## src/rtl/phy_tx_pkg.sv

```systemverilog
// Shared types and link constants for the phy_tx transmit scheduler.
package phy_tx_pkg;

  typedef enum logic [1:0] {
    ST_TRAIN  = 2'd0,
    ST_ACTIVE = 2'd1,
    ST_HOLD   = 2'd2
  } state_e;

  localparam logic [31:0] TRAIN_WORD = 32'hBCBCBCBC;
  localparam logic [31:0] IDLE_WORD  = 32'h7C7C7C7C;

  localparam logic LANE0 = 1'b0;
  localparam logic LANE1 = 1'b1;

endpackage

```

## src/rtl/rr_arbiter2.sv

```systemverilog
// Two-way round-robin grant; last names the lane granted most recently.
module rr_arbiter2 (
  input  logic       enable,
  input  logic [1:0] req,
  input  logic       last,
  output logic [1:0] gnt
);

  always_comb begin
    gnt = 2'b00;
    if (enable) begin
      unique case (req)
        2'b01:   gnt = 2'b01;
        2'b10:   gnt = 2'b10;
        2'b11:   gnt = last ? 2'b01 : 2'b10;
        default: gnt = 2'b00;
      endcase
    end
  end

endmodule

```

## src/rtl/phy_tx_sched.sv

```systemverilog
// Training burst then round-robin word scheduler in front of phy_tx.
// Define PHY_TX_SCHED_STATS_EN to add per-requester transfer counters.
module phy_tx_sched
  import phy_tx_pkg::*;
#(
  parameter int DATA_W      = 32,
  parameter int TRAIN_WORDS = 4
) (
  input  logic              clk_2f,
  input  logic              reset,
  input  logic              tx_enable,
  input  logic [DATA_W-1:0] req0_data,
  input  logic              req0_valid,
  output logic              req0_ready,
  input  logic [DATA_W-1:0] req1_data,
  input  logic              req1_valid,
  output logic              req1_ready,
  output logic [DATA_W-1:0] entrada,
  output logic              valid,
  output logic              selector_tx,
`ifdef PHY_TX_SCHED_STATS_EN
  output logic [15:0]       cnt0,
  output logic [15:0]       cnt1,
`endif
  output logic              trained
);

  localparam int CW = (TRAIN_WORDS > 2) ? $clog2(TRAIN_WORDS) : 1;
  localparam logic [CW-1:0] TLAST = CW'(TRAIN_WORDS - 1);

  state_e            state_q, state_d;
  logic [CW-1:0]     tcnt_q, tcnt_d;
  logic              last_q, last_d;
  logic [DATA_W-1:0] entrada_q, entrada_d;
  logic              valid_q, valid_d;
  logic              sel_q, sel_d;
  logic              trained_q, trained_d;
  logic [1:0]        gnt;
  logic              arb_en;

  // Reset masks grants so nothing transfers in the reset cycle.
  assign arb_en = tx_enable & ~reset & (state_q == ST_ACTIVE);

  rr_arbiter2 u_arb (
    .enable (arb_en),
    .req    ({req1_valid, req0_valid}),
    .last   (last_q),
    .gnt    (gnt)
  );

  assign req0_ready = gnt[0];
  assign req1_ready = gnt[1];

  always_ff @(posedge clk_2f) begin
    if (reset) begin
      state_q <= ST_TRAIN;
      tcnt_q  <= '0;
    end else begin
      state_q <= state_d;
      tcnt_q  <= tcnt_d;
    end
  end

  always_comb begin
    state_d = state_q;
    tcnt_d  = tcnt_q;
    unique case (state_q)
      ST_TRAIN: begin
        if (tx_enable) begin
          tcnt_d = tcnt_q + CW'(1);
          if (tcnt_q == TLAST) begin
            tcnt_d  = '0;
            state_d = ST_ACTIVE;
          end
        end
      end
      ST_ACTIVE: if (!tx_enable) state_d = ST_HOLD;
      ST_HOLD:   if (tx_enable) state_d = ST_ACTIVE;
      default:   state_d = ST_TRAIN;
    endcase
  end

  always_comb begin
    entrada_d = DATA_W'(IDLE_WORD);
    valid_d   = 1'b0;
    sel_d     = sel_q;
    trained_d = trained_q;
    last_d    = last_q;
    unique case (1'b1)
      (state_q == ST_TRAIN) && tx_enable: begin
        entrada_d = DATA_W'(TRAIN_WORD);
        valid_d   = 1'b1;
        sel_d     = tcnt_q[0];
        if (tcnt_q == TLAST) trained_d = 1'b1;
      end
      gnt[0]: begin
        entrada_d = req0_data;
        valid_d   = 1'b1;
        sel_d     = LANE0;
        last_d    = LANE0;
      end
      gnt[1]: begin
        entrada_d = req1_data;
        valid_d   = 1'b1;
        sel_d     = LANE1;
        last_d    = LANE1;
      end
      default: ;
    endcase
  end

  always_ff @(posedge clk_2f) begin
    if (reset) begin
      entrada_q <= DATA_W'(IDLE_WORD);
      valid_q   <= 1'b0;
      sel_q     <= LANE0;
      trained_q <= 1'b0;
      last_q    <= LANE1;
    end else begin
      entrada_q <= entrada_d;
      valid_q   <= valid_d;
      sel_q     <= sel_d;
      trained_q <= trained_d;
      last_q    <= last_d;
    end
  end

  assign entrada     = entrada_q;
  assign valid       = valid_q;
  assign selector_tx = sel_q;
  assign trained     = trained_q;

`ifdef PHY_TX_SCHED_STATS_EN
  logic [15:0] cnt0_q, cnt1_q;

  always_ff @(posedge clk_2f) begin
    if (reset) begin
      cnt0_q <= '0;
      cnt1_q <= '0;
    end else begin
      if (gnt[0] && cnt0_q != 16'hFFFF) cnt0_q <= cnt0_q + 16'd1;
      if (gnt[1] && cnt1_q != 16'hFFFF) cnt1_q <= cnt1_q + 16'd1;
    end
  end

  assign cnt0 = cnt0_q;
  assign cnt1 = cnt1_q;
`endif

endmodule

```

## config.mk

```make
export PLATFORM = sky130hd
export DESIGN_NAME = phy_tx_sched
export DESIGN_NICKNAME = d
export VERILOG_FILES = /design/src/rtl/phy_tx_pkg.sv /design/src/rtl/rr_arbiter2.sv /design/src/rtl/phy_tx_sched.sv
export SDC_FILE = /design/constraint.sdc
export NUM_CORES = 1
export LEC_CHECK = 0
export CORE_MARGIN = 2
export CORE_UTILIZATION = 30
export CTS_BUF_LIST = sky130_fd_sc_hd__clkbuf_4 sky130_fd_sc_hd__clkbuf_8
export CTS_CLUSTER_DIAMETER = 100
export DETAILED_ROUTE_END_ITERATION = 7
export PLACE_DENSITY = 0.72
export SLEW_MARGIN = 20
export SYNTH_ARGS = -nofsm -noshare
export SYNTH_HDL_FRONTEND = slang
export SYNTH_SLANG_ARGS = --single-unit
export TNS_END_PERCENT = 30
```

## constraint.sdc

```tcl
create_clock -name clk_2f -period 3 [get_ports clk_2f]
set_clock_uncertainty 0.2 [all_clocks]
set_input_delay 0.45 -clock clk_2f [delete_from_list [all_inputs] [get_ports clk_2f]]
set_output_delay 0.45 -clock clk_2f [all_outputs]
set_load 0.02 [all_outputs]
```

; ---- Word level (Yosys, flattened, before mapping)
; Index checks and enable logic that the tools add are counted.
; W data, S select, Z words.
[totals]
latchBits = 0
regBits = 40
ramBits = 0
mem_bits_ro = 0
memories = 0
out_inout_bits = 37
[op_classes]
n_eq_ne = 10
shift = 0
n_lt_le_gt_ge = 0
reduce_logical = 8
muxes = 13
multipliers = 0
div_mod_pow = 0
n_bitwise = 3
add_sub_neg = 1
[op_table]
columns = cell, count
row1 = $pmux W32 S3, 1
row2 = $mux W2, 7
row3 = $pmux W2 S3, 2
row4 = $eq A2 B2 Y1 const B, 4
row5 = $ne A2 B2 Y1 const B, 3
row6 = $eq A2 B1 Y1 const B, 2
row7 = $reduce_and A2 Y1, 2
row8 = $reduce_and A4 Y1, 1
row9 = $pmux W1 S3, 1
row10 = $reduce_bool A3 Y1, 1
row11 = $reduce_or A3 Y1, 1
row12 = $add A2 B1 Y2 const B, 1
row13 = $and A1 B1 Y1, 2
row14 = $logic_not A2 Y1, 1
row15 = $ne A2 B1 Y1 const B, 1
row16 = $pmux W1 S2, 1
row17 = $reduce_bool A2 Y1, 1
row18 = $logic_and A1 B1 Y1, 1
row19 = $mux W1, 1
row20 = $not A1 Y1, 1

; ---- Longest topological paths before layout
; Gate-level depths: netlist of the first run.
[logic_depth]
ltp_word = 6
ltp_mapped = 6

; ---- Cells and area by module
; Synthesis of the first run repeated with hierarchy kept, for this count alone.
[hier_totals]
cells_unflattened = 130
hier_area_um2 = 1395.1
[by_module_without_submodules]
columns = mod, cells_each, area_per_inst_um2, instances, seq_area_each_um2
row1 = phy_tx_sched, 125, 1373.8, 1, 800.8
row2 = rr_arbiter2, 5, 21.3, 1, 0.0

; ---- Worst setup path before layout of the first run
; OpenSTA, ideal clock, no wires.
[synth_timing]
path_type = input to output
from = input req0_valid
to = output req1_ready
t_required_ns = 2.350
slack_ns = 1.096
stages = 4
arrival_time_ns = 1.254
path_cell_list = buf_2 a21boi_2 and2_1 buf_2
[synth_via]
elab_chain_cells = 3
elab_cells_between_ends = 5
cone_classes = eq/ne (3) / mux (2)
[synth_lines]
columns = element, line_no
row1 = start: declaration, phy_tx_sched.sv:13  ; input logic req0_valid,
row2 = $eq A2 B2 Y1 / $eq A2 B1 Y1 (equally long branches), rr_arbiter2.sv:12  ; unique case (req)
row3 = $pmux W2 S3 (*), rr_arbiter2.sv:12
row4 = $mux W2 (*), rr_arbiter2.sv:11  ; if (enable) begin
row5 = end: declaration, phy_tx_sched.sv:17  ; output logic req1_ready,
; Mark *: on every way between the ends. The rest lies on a longest branch, timed or not.

; ---- Worst setup path after layout of the first run
[layout_timing]
from = input tx_enable
to = output req0_ready
[layout_via]
elab_chain_cells = 3
[layout_lines]
columns = element, line_no
row1 = start: declaration, phy_tx_sched.sv:11  ; input logic tx_enable,
row2 = $and A1 B1 Y1 (2 in a row), phy_tx_sched.sv:42  ; assign arb_en = tx_enable & ~reset & (state_q == ST_ACTIVE);
row3 = $mux W2, rr_arbiter2.sv:11
row4 = end: declaration, phy_tx_sched.sv:14  ; output logic req0_ready,
; No other way between the ends.

==> results of run 1 <==
[routing by layer]
metal	vias to the layer above	share of wire	wire, um	global-route usage
met4	0	0.0096	40	0.0494
met1	640	0.43	1810	0.186
li1	683	-	-	-
met3	5	0.083	348	0.0442
met5	-	0	0	0
met2	65	0.47	1970	0.251
[kinds of logic after synthesis]
group                      count (synthesis)
AOI/OAI and AO/OA                         46
DFF                                       40
and+or+nand+nor                           16
buffers and inverters                     14
muxes                                      2
xor gates and xnor gates                   1
adders and majority gates                  1
[registers in the layout, summed over array words and instances, names as in the netlist]
register,count
selector_tx,1
state_q,2
trained,1
last_q,1
entrada,32
tcnt_q,2
valid,1
[cell usage in the layout (no fill, tap or decap), drive strengths merged]
| cell | n |
|---|---|
| clkdlybuf4s50 | 105 |
| dfxtp | 40 |
| a221o | 20 |
| a22o | 8 |
| a21oi | 7 |
| clkbuf | 6 |
| nor2 | 5 |
| buf | 5 |
| inv | 4 |
| a41oi | 4 |
| nand3 | 4 |
| nor3 | 2 |
| mux2i | 2 |
| clkinv | 2 |
| o21ai | 2 |
| nor4bb | 1 |
| a21boi | 1 |
| and2 | 1 |
| nand2b | 1 |
| and3 | 1 |
| xnor2 | 1 |
| nor3b | 1 |
| a2111o | 1 |
| a311o | 1 |
| a22oi | 1 |
| a2111oi | 1 |
| ha | 1 |
[report_power, final]
part	total, mW	leakage, nW	internal (mW)	switching, mW
registers	0.547	0.326	0.542	0.00488
clock network	0.364	0.0510	0.184	0.180
logic	0.152	0.635	0.106	0.0460
total	1.06	1.01	0.832	0.231
[final timing paths]
check,cells after the start,end
setup / recovery,4,req0_ready
hold reg to reg,2,last_q
hold / removal,2,last_q
setup reg to reg,4,entrada[27]
[tightest hold or removal path, cell delays in order (launching register included)]
cell and delay [ns]:
dfxtp_1 0.34, inv_1 0.05, o21ai_0 0.07
[metrics by stage]
step	setup WS (ns)	power (mW)	std cells	hold WS [ns]	utilization
CTS	0.141	1.08	282	0.303	0.561
floorplan	1.10	0.597	120	0.265	-
detailed placement	0.142	0.712	274	0.290	0.541
global placement	0.197	0.710	274	0.258	0.541
finish	0.149	1.06	282	0.303	0.561
global route	0.0944	1.10	282	0.318	0.561
[final cells by class]
type                    count  area [um2]  share of cell area
clock buffers               6        82.6              0.0316
clock inverters             2        10.0             0.00383
multi-input cells          66         549               0.210
inverters                   4        15.0             0.00574
well taps                  54        67.6              0.0258
flip-flops and latches     40         801               0.306
repair buffers            110        1090               0.416
==> metrics.yaml, run 1 <==
status:
  status: "complete, no violations"
synthesis:
  synth_top_area_frac: 0.561
  synthFlopType: "dfxtp_1"
  netlist_area_um2: 1430
  synth_fa_ha_area_frac: 0.00877
  synthMuxAreaShare: 0.0140
  synth_commonest_cells: "dfxtp_1, a221o_1, a22o_1"
  ys_ff_latch: 40
  synth_compound_area_frac: 0.282
  synth.net_count: 190
  synth-async-reset-ratio: 0
  synth_edf_count: 0
  avgSynthCellArea_um2: 11.9
  yosysSeqAreaShare: 0.561
  synthXorXnorAreaFrac: 0.00614
  yosysUniqueCellTypes: 27
  synth_top_family_by_area: "compound AO/OA/AOI/OAI gates"
  postSynthCellCount: 120
  synth_most_common_cell: "dfxtp_1"
  synthTopCellsByArea: "dfxtp_1, a221o_1, a22o_1"
  yosys.area.top_type: "dfxtp_1"
  synth-simple-area-share: 0.0737
  yosys_warnings: 0
drt:
  postRouteAntennaNets: 0
  routedWlPerCell_um: 14.8
  first_pass_iters: 4
  wirelength_um: 4180
  routed-via-count: 1393
  first_iter_violations: 48
  drc: 0
  vias_per_cell: 4.94
layout:
  drive_above_1_share: 0.0746
  final_area_um2: 2610
  num-fill-cells: 401
  nets: 297
  area_delta_synth_final_pct: 83.2
  diodes: 0
worst_setup_path:
  slowest_stage: "clkdlybuf4s50_1"
  cpPeakStageDelay_ns: 0.63
  arrival_ns: 2.20
  rr_startpoint: "state_q[1]"
  setup.worst_path.start: "tx_enable"
  critPathTopFamily: "buffers and inverters"
  crit_buf_inv: 2
  cp_common_cell: "clkdlybuf4s50_1"
  crit_fanout: 4
  cp-start-kind: "primary input"
  ff2ff_setup_slack_ns: 1.13
  cp_data_required_time_ns: 2.35
  worstSetupPathType: "primary input to output port"
  end_kind: "output port"
  critical_path.cell_chain: "clkdlybuf4s50_1 -> nor4bb_4 -> and3_1 -> clkdlybuf4s50_1"
sta:
  setup_tns_ns: 0
  grt_setup_unrepaired: "no"
  setup_viol: 0
  period_needed_ns: 2.85
  worst_slew_pin_slew_ns: 0.699
  finalHoldViolations: 0
  timing.fmax_ghz: 0.351
  max_slew_margin: 0.534
  slew_violations: 0
  post-route-period-util: 0.950
min_path:
  hp-start: "last_q"
  min_path_type: "flip-flop to flip-flop"
placement:
  post-dp-hpwl_um: 3040
  place.gp.congestion: 0.715
  dpl_cell_area_um2: 2520
  io_buffers: 105
cts:
  numCtsBuffers: 5
  clock_latency_ns: 0.28
  h-tree-depth: 2
  cts_resized: 0
  cts_tree: "yes"
  cts_hold_buffers: 0
  cts_root_buf: "clkbuf_8"
  cts.sinks: 40
  cts_buffer_depth: 2
  postCtsSetupBuffers: 0
  clk_pin_slew_ns: 0.08
floorplan:
  die_area_um2: 5320
  initial_utilization: 0.306
  die_x_um: 73.0
  rows: 25
  io_pins: 106
  die_h_um: 73.0
  design.core.area_um2: 4660
power_and_ir_drop:
  power_density_nw_per_um2: 407
  peakVddDrop_mv: 0.247
  p_leak_nw: 1.01
global_routing:
  grt_antenna_before_repair: 0
  grt_use_total: 0.150
  grt_start_max_net_pins: 30
  grt_pass1_wl_um: 6160
  grt_pass1_vias: 1251
  overflow: 0
job:
  cap_violations: 0
No activity file was read; power rests on OpenSTA's default activity.
==> inputs of run 2 (changes only) <==
Settings changed: PLACE_DENSITY 0.72 to 0.82.
==> metrics.yaml, run 2 (synthesized netlist as in run 1, its figures left out) <==
layout:
  nets: 297  # unchanged
  num-fill-cells: 417  # +4.0%
  largest_reg_flops: 32  # unchanged
  layout_common_cells: "clkdlybuf4s50_1, dfxtp_1, a221o_1"
  diodes: 0  # unchanged
  mostFrequentLayoutCell: "clkdlybuf4s50_1"
  area_delta_synth_final_pct: 84.6
  drive_above_1_share: 0.0746  # unchanged
drt:
  wirelength_um: 4190  # +0.29%
  routedWlPerCell_um: 14.8  # +0.29%
  first_pass_iters: 4  # unchanged
  first_iter_violations: 44  # -8.3%
  drc: 0  # unchanged
  postRouteAntennaNets: 0  # unchanged
  vias_per_cell: 4.97  # +0.57%
  routed-via-count: 1401  # +0.57%
global_routing:
  grtUsageMet3: 0.0622  # +0.0180
  grt_start_max_net_pins: 30  # unchanged
  grt_pass1_wl_um: 6180  # +0.23%
  grt_pass1_vias: 1295  # +3.5%
  grt-busiest-layer: "met2"
  overflow: 0  # unchanged
  grtUsageMet2: 0.254  # +0.00303
  grt_antenna_before_repair: 0  # unchanged
  grt_use_total: 0.153  # +0.00300
  use_met1: 0.186  # +0.000220
worst_setup_path:
  cp_data_required_time_ns: 2.35  # about the same
  cp_common_cell: "clkdlybuf4s50_1"
  crit_fanout: 5  # +1
  end_kind: "output port"
  reg2reg_depth: 4  # unchanged
  slowest_stage: "clkdlybuf4s50_1"
  critical_path.cell_chain: "clkdlybuf4s50_1 -> nor4bb_4 -> and3_1 -> clkdlybuf4s50_1"
  cp-start-kind: "primary input"
  cpPeakStageDelay_ns: 0.62  # about the same
  arrival_ns: 2.18  # -0.02 ns
  worstSetupPathType: "primary input to output port"
power_and_ir_drop:
  p_leak_nw: 1.02  # +0.72%
  pwr-share-seq: 0.484  # -0.030
  peakVddDrop_mv: 0.349  # +42%
  power.total_mw: 1.13  # +6.4%
  switchingPower_mw: 0.226  # -2.1%
  sw_frac_of_total: 0.200  # -0.0173
  power_density_nw_per_um2: 430  # +5.6%
  combPwrFrac: 0.134  # -0.009
  clkPwrFrac: 0.382  # +0.040
  p_int_mw: 0.905  # +8.7%
sta:
  grt_setup_unrepaired: "no"
  setup_tns_ns: 0  # unchanged
  max_slew_margin: 0.530  # -0.00381
  slew_violations: 0  # unchanged
  period_needed_ns: 2.83  # -0.0159 ns
  setup_viol: 0  # unchanged
  worst_slew_pin_slew_ns: 0.704  # +0.00571 ns
  post-route-period-util: 0.945  # -0.00529
  finalHoldViolations: 0  # unchanged
  timing.fmax_ghz: 0.353  # +0.56%
floorplan:
  rows: 25  # unchanged
  die_area_um2: 5320  # unchanged
  initial_utilization: 0.306  # unchanged
  die_h_um: 73.0  # unchanged
  die_x_um: 73.0  # unchanged
  design.core.area_um2: 4660  # unchanged
  io_pins: 106  # unchanged
cts:
  clk_pin_slew_ns: 0.07  # about the same
  cts_tree: "yes"
  numCtsBuffers: 5  # unchanged
  h-tree-depth: 2  # unchanged
  clock_latency_ns: 0.28  # about the same
  cts_buffer_depth: 2  # unchanged
  cts_root_buf: "clkbuf_8"
  cts.sinks: 40  # unchanged
min_path:
  min_path_type: "flip-flop to flip-flop"
  worstHoldPathCells: 2  # unchanged
status:
  status: "complete, no violations"
placement:
  post-dp-hpwl_um: 3150  # +3.6%
  io_buffers: 105  # unchanged
  place.gp.congestion: 0.718  # +0.39%
job:
  cap_violations: 0  # unchanged
run 2: cell types whose count changed in the layout (fill, tap and decap cells not counted):
| cell | change |
|---|---|
| bufinv_16 | +1 |
| clkbuf_4 | +1 |
| clkbuf_8 | -1 |
| clkinv_2 | -1 |
run 2: path summary, 6_finish.rpt:
check / to / slack, ns / start
worst max-delay path: req0_ready / 0.17 / tx_enable
worst min-delay path: last_q / 0.30 / last_q
worst max register to register: entrada[20] / 0.99 / state_q[0]
worst min register to register: last_q / 0.30 / last_q
run 2: layer usage:
metal | wire (um) | vias up
met5 | 0 | -
met4 | 18 | 0
met3 | 480 | 2
met2 | 1960 | 78
met1 | 1730 | 640
li1 | - | 681
run 2: what timing repair did:
item / CTS / global route
buffers inserted: 0 / 0
resized for setup: 0 / 0
hold buffers: 0 / 0
setup endpoints to repair: 0 / 1
run 2: layout make-up:
type	count	area (um2)	area share
Clock buffer	6	76.3	0.0290
Clock inverter	2	35.0	0.0133
Inverter	4	15.0	0.00570
Multi-Input combinational cell	66	549	0.209
Sequential cell	40	801	0.304
Tap cell	54	67.6	0.0257
Timing Repair Buffer	110	1090	0.413
run 2: worst max-delay path, delay by kind of cell:
kind	cells	cell delay [ns]
and+or+nand+nor	2	0.59
buffers and inverters	2	1.14
run 2: stage by stage:
stage / area (um2) / hold slack, ns / util / instances / setup slack (ns)
after floorplan: 1430 / 0.265 / - / 120 / 1.10
after global placement: 2520 / 0.261 / 0.541 / 274 / 0.135
after detailed placement: 2520 / 0.281 / 0.541 / 274 / 0.0790
after CTS: 2630 / 0.304 / 0.565 / 282 / 0.0682
after global routing: 2630 / 0.339 / 0.565 / 282 / 0.0708
final: 2630 / 0.302 / 0.565 / 282 / 0.165
run 2: power by group through the flow:
stage / sequential, mW / combinational [mW] / clock, mW
after floorplan: 0.570 / 0.0263 / 0
after global placement: 0.559 / 0.150 / 0
after detailed placement: 0.560 / 0.152 / 0
after CTS: 0.547 / 0.153 / 0.446
after global routing: 0.548 / 0.163 / 0.469
final: 0.547 / 0.152 / 0.432
==> RTL edit: new RTL, flow settings as in run 1 <==
The parameter `DATA_W` goes from 32 to 16.
--- a/src/rtl/phy_tx_sched.sv
+++ b/src/rtl/phy_tx_sched.sv
@@ -5,3 +5,3 @@
 #(
-  parameter int DATA_W      = 32,
+  parameter int DATA_W      = 16,
   parameter int TRAIN_WORDS = 4
Ports: changed (resized entrada, req0_data and req1_data); port bits go from 106 to 58. The function was not compared with the original's and may differ.
==> RTL edit against run 1 <==
Synthesized area fell by 34%; cell area is 40% lower; sequential cell count fell by 16; maximum frequency down 1.1%; total power is 44% lower; via count is 35% lower; cell count down 34%; worst setup slack got worse by 0.032 ns; wire length shrank 38%; core utilization decreased by 4.1 points; critical path type unchanged; critical endpoint unchanged; largest power group unchanged.
==> RTL edit: results (changes against run 1) <==
- Min-delay src: trained
- Vias in the first global route: 885 (-29%)
- Vias after detailed routing: 901 (-35%)
- CTS resizes: 0 (unchanged)
- Top Metal Used: met4
- Clock Latency Late Sink: 0.31 ns (+0.03 ns)
- CTS clk-pin slew, worst paths: 0.13 ns (+0.05 ns)
- Routed wl met2: 1.33 mm (-33%)
- CTS Buf Count: 3 (-2)
- Met3 WL: 272 um (-22%)
- Global-route usage over all layers: 15.3% (+0.28 points)
- Final wirelength: 2.59 mm (-38%)
- Ys async rst share: 0% (unchanged)
- VDD IR max: 163 uV (-34%)
- Synth Net Count: 119 (-37%)
- I/O Buffers: 57 (-46%)
- Top post-synthesis cells by area: dfxtp_1, a221o_1, a22o_1
- Fillers: 283 (-29%)
- Cell variety after synth: 28 (+3.7%)
- Final hold slack: 0.295 ns (-0.00795 ns)
- Pre-CTS WS: 0.0929 ns (-0.0490 ns)
- Reg-to-reg endpoint: entrada[10]
- Hold path endpoint: trained
- Status: complete, no violations
- First-pass GRT wire length: 4.02 mm (-35%)
- Post CTS Setup Buffer Count: 0 (unchanged)
- Final worst-path setup slack: 0.118 ns (-0.0318 ns)
- CTS H-tree lvls: 1 (-1)
- Reg2reg setup slack: 1.07 ns (-0.06 ns)
- Register area share after synthesis: 51.1% (-5.1 points)
- Nets: 181 (-39%)
- Worst min path class: flop to flop
- Hold depth: 2 (unchanged)
- Crit Path Max Fanout: 4 (unchanged)
- Diodes inserted: 0 (unchanged)
- Initial antenna violation count: 0 (unchanged)
- M1 WL: 958 um (-47%)
- Top cells by count, synth: dfxtp_1, a221o_1, a21oi_1, nor2_1
- Root Buffer: clkbuf_4
- Warnings, synthesis: 0 (unchanged)
- Worst-case clock buffer depth: 2 (unchanged)
- DP Wirelength: 2.07 mm (-32%)
- Largest register FFs: 16 (-50%)
- Fraction of layout cells with a size suffix above 1: 10.6% (+3.1 points)
- Largest net degree at the start of global routing: 16 (-47%)
- Final GP Congestion: 0.764 (+6.9%)
- Reg2Reg Depth: 4 (unchanged)
- Violation count after the first detailed-route iteration: 48 (unchanged)
- 1st-pass router iterations: 4 (unchanged)
- Arrival @ worst endpoint: 2.23 ns (+0.03 ns)
- Reg-to-Reg Start: state_q[0]
- Leakage: 0.616 nW (-39%)
- Worst-Margin Slew: 0.534 ns (-0.165 ns)
==> RTL edit: layout make-up <==
type | count | area (um2) | area share [%]
Inverter | 4 | 15.0 | 0.953
Tap cell | 44 | 55.1 | 3.49
Multi-Input combinational cell | 47 | 373 | 23.7
Timing Repair Buffer | 63 | 616 | 39.1
Clock buffer | 4 | 36.3 | 2.30
Sequential cell | 24 | 480 | 30.5
==> RTL edit: worst max-delay path, stage by stage <==
cell and delay (ns):
clkdlybuf4s50_1 0.47, nor4bb_2 0.44, and3_4 0.26, clkdlybuf4s50_1 0.61
==> RTL edit: stage by stage <==
step | area (um2) | std cells | power, mW | util (%)
floorplan | 941 | 81 | 0.364 | -
global placement | 1540 | 182 | 0.429 | 50.8
detailed placement | 1540 | 182 | 0.431 | 50.8
CTS | 1580 | 186 | 0.599 | 52.0
global route | 1580 | 186 | 0.619 | 52.0
finish | 1580 | 186 | 0.591 | 52.0
==> RTL edit: where the power goes <==
group | total, mW | leakage (nW) | switching (mW) | internal (mW)
Clock | 0.167 | 0.0210 | 0.0931 | 0.0741
Sequential | 0.331 | 0.196 | 0.00392 | 0.327
Combinational | 0.0927 | 0.399 | 0.0300 | 0.0626
Total | 0.591 | 0.616 | 0.127 | 0.464
==> RTL edit: cells by family (layout without fill, tap and decap cells) <==
logic type / Yosys count / after routing / synth area share [%]
buffers and inverters: 10 / 71 / 9.31
adders and majority gates: 1 / 1 / 1.33
xor gates and xnor gates: 1 / 1 / 0.931
DFF: 24 / 24 / 51.1
and+or+nand+nor: 15 / 15 / 10.6
muxes: 2 / 2 / 2.13
AOI/OAI and AO/OA: 28 / 28 / 24.6
==> RTL edit: layer usage <==
metal / GRT usage (%) / vias up
li1: - / 431
met1: 14.4 / 420
met2: 28.6 / 48
met3: 5.41 / 2
met4: 7.94 / 0
met5: 0 / -
==> RTL edit: how the worst max path moves through the flow <==
stage              start         end
2_1_floorplan  tx_enable  req0_ready
3_3_place_gp   tx_enable  req0_ready
3_5_place_dp   tx_enable  req0_ready
4_1_cts        tx_enable  req0_ready
5_1_grt        tx_enable  req0_ready
6_report       tx_enable  req0_ready
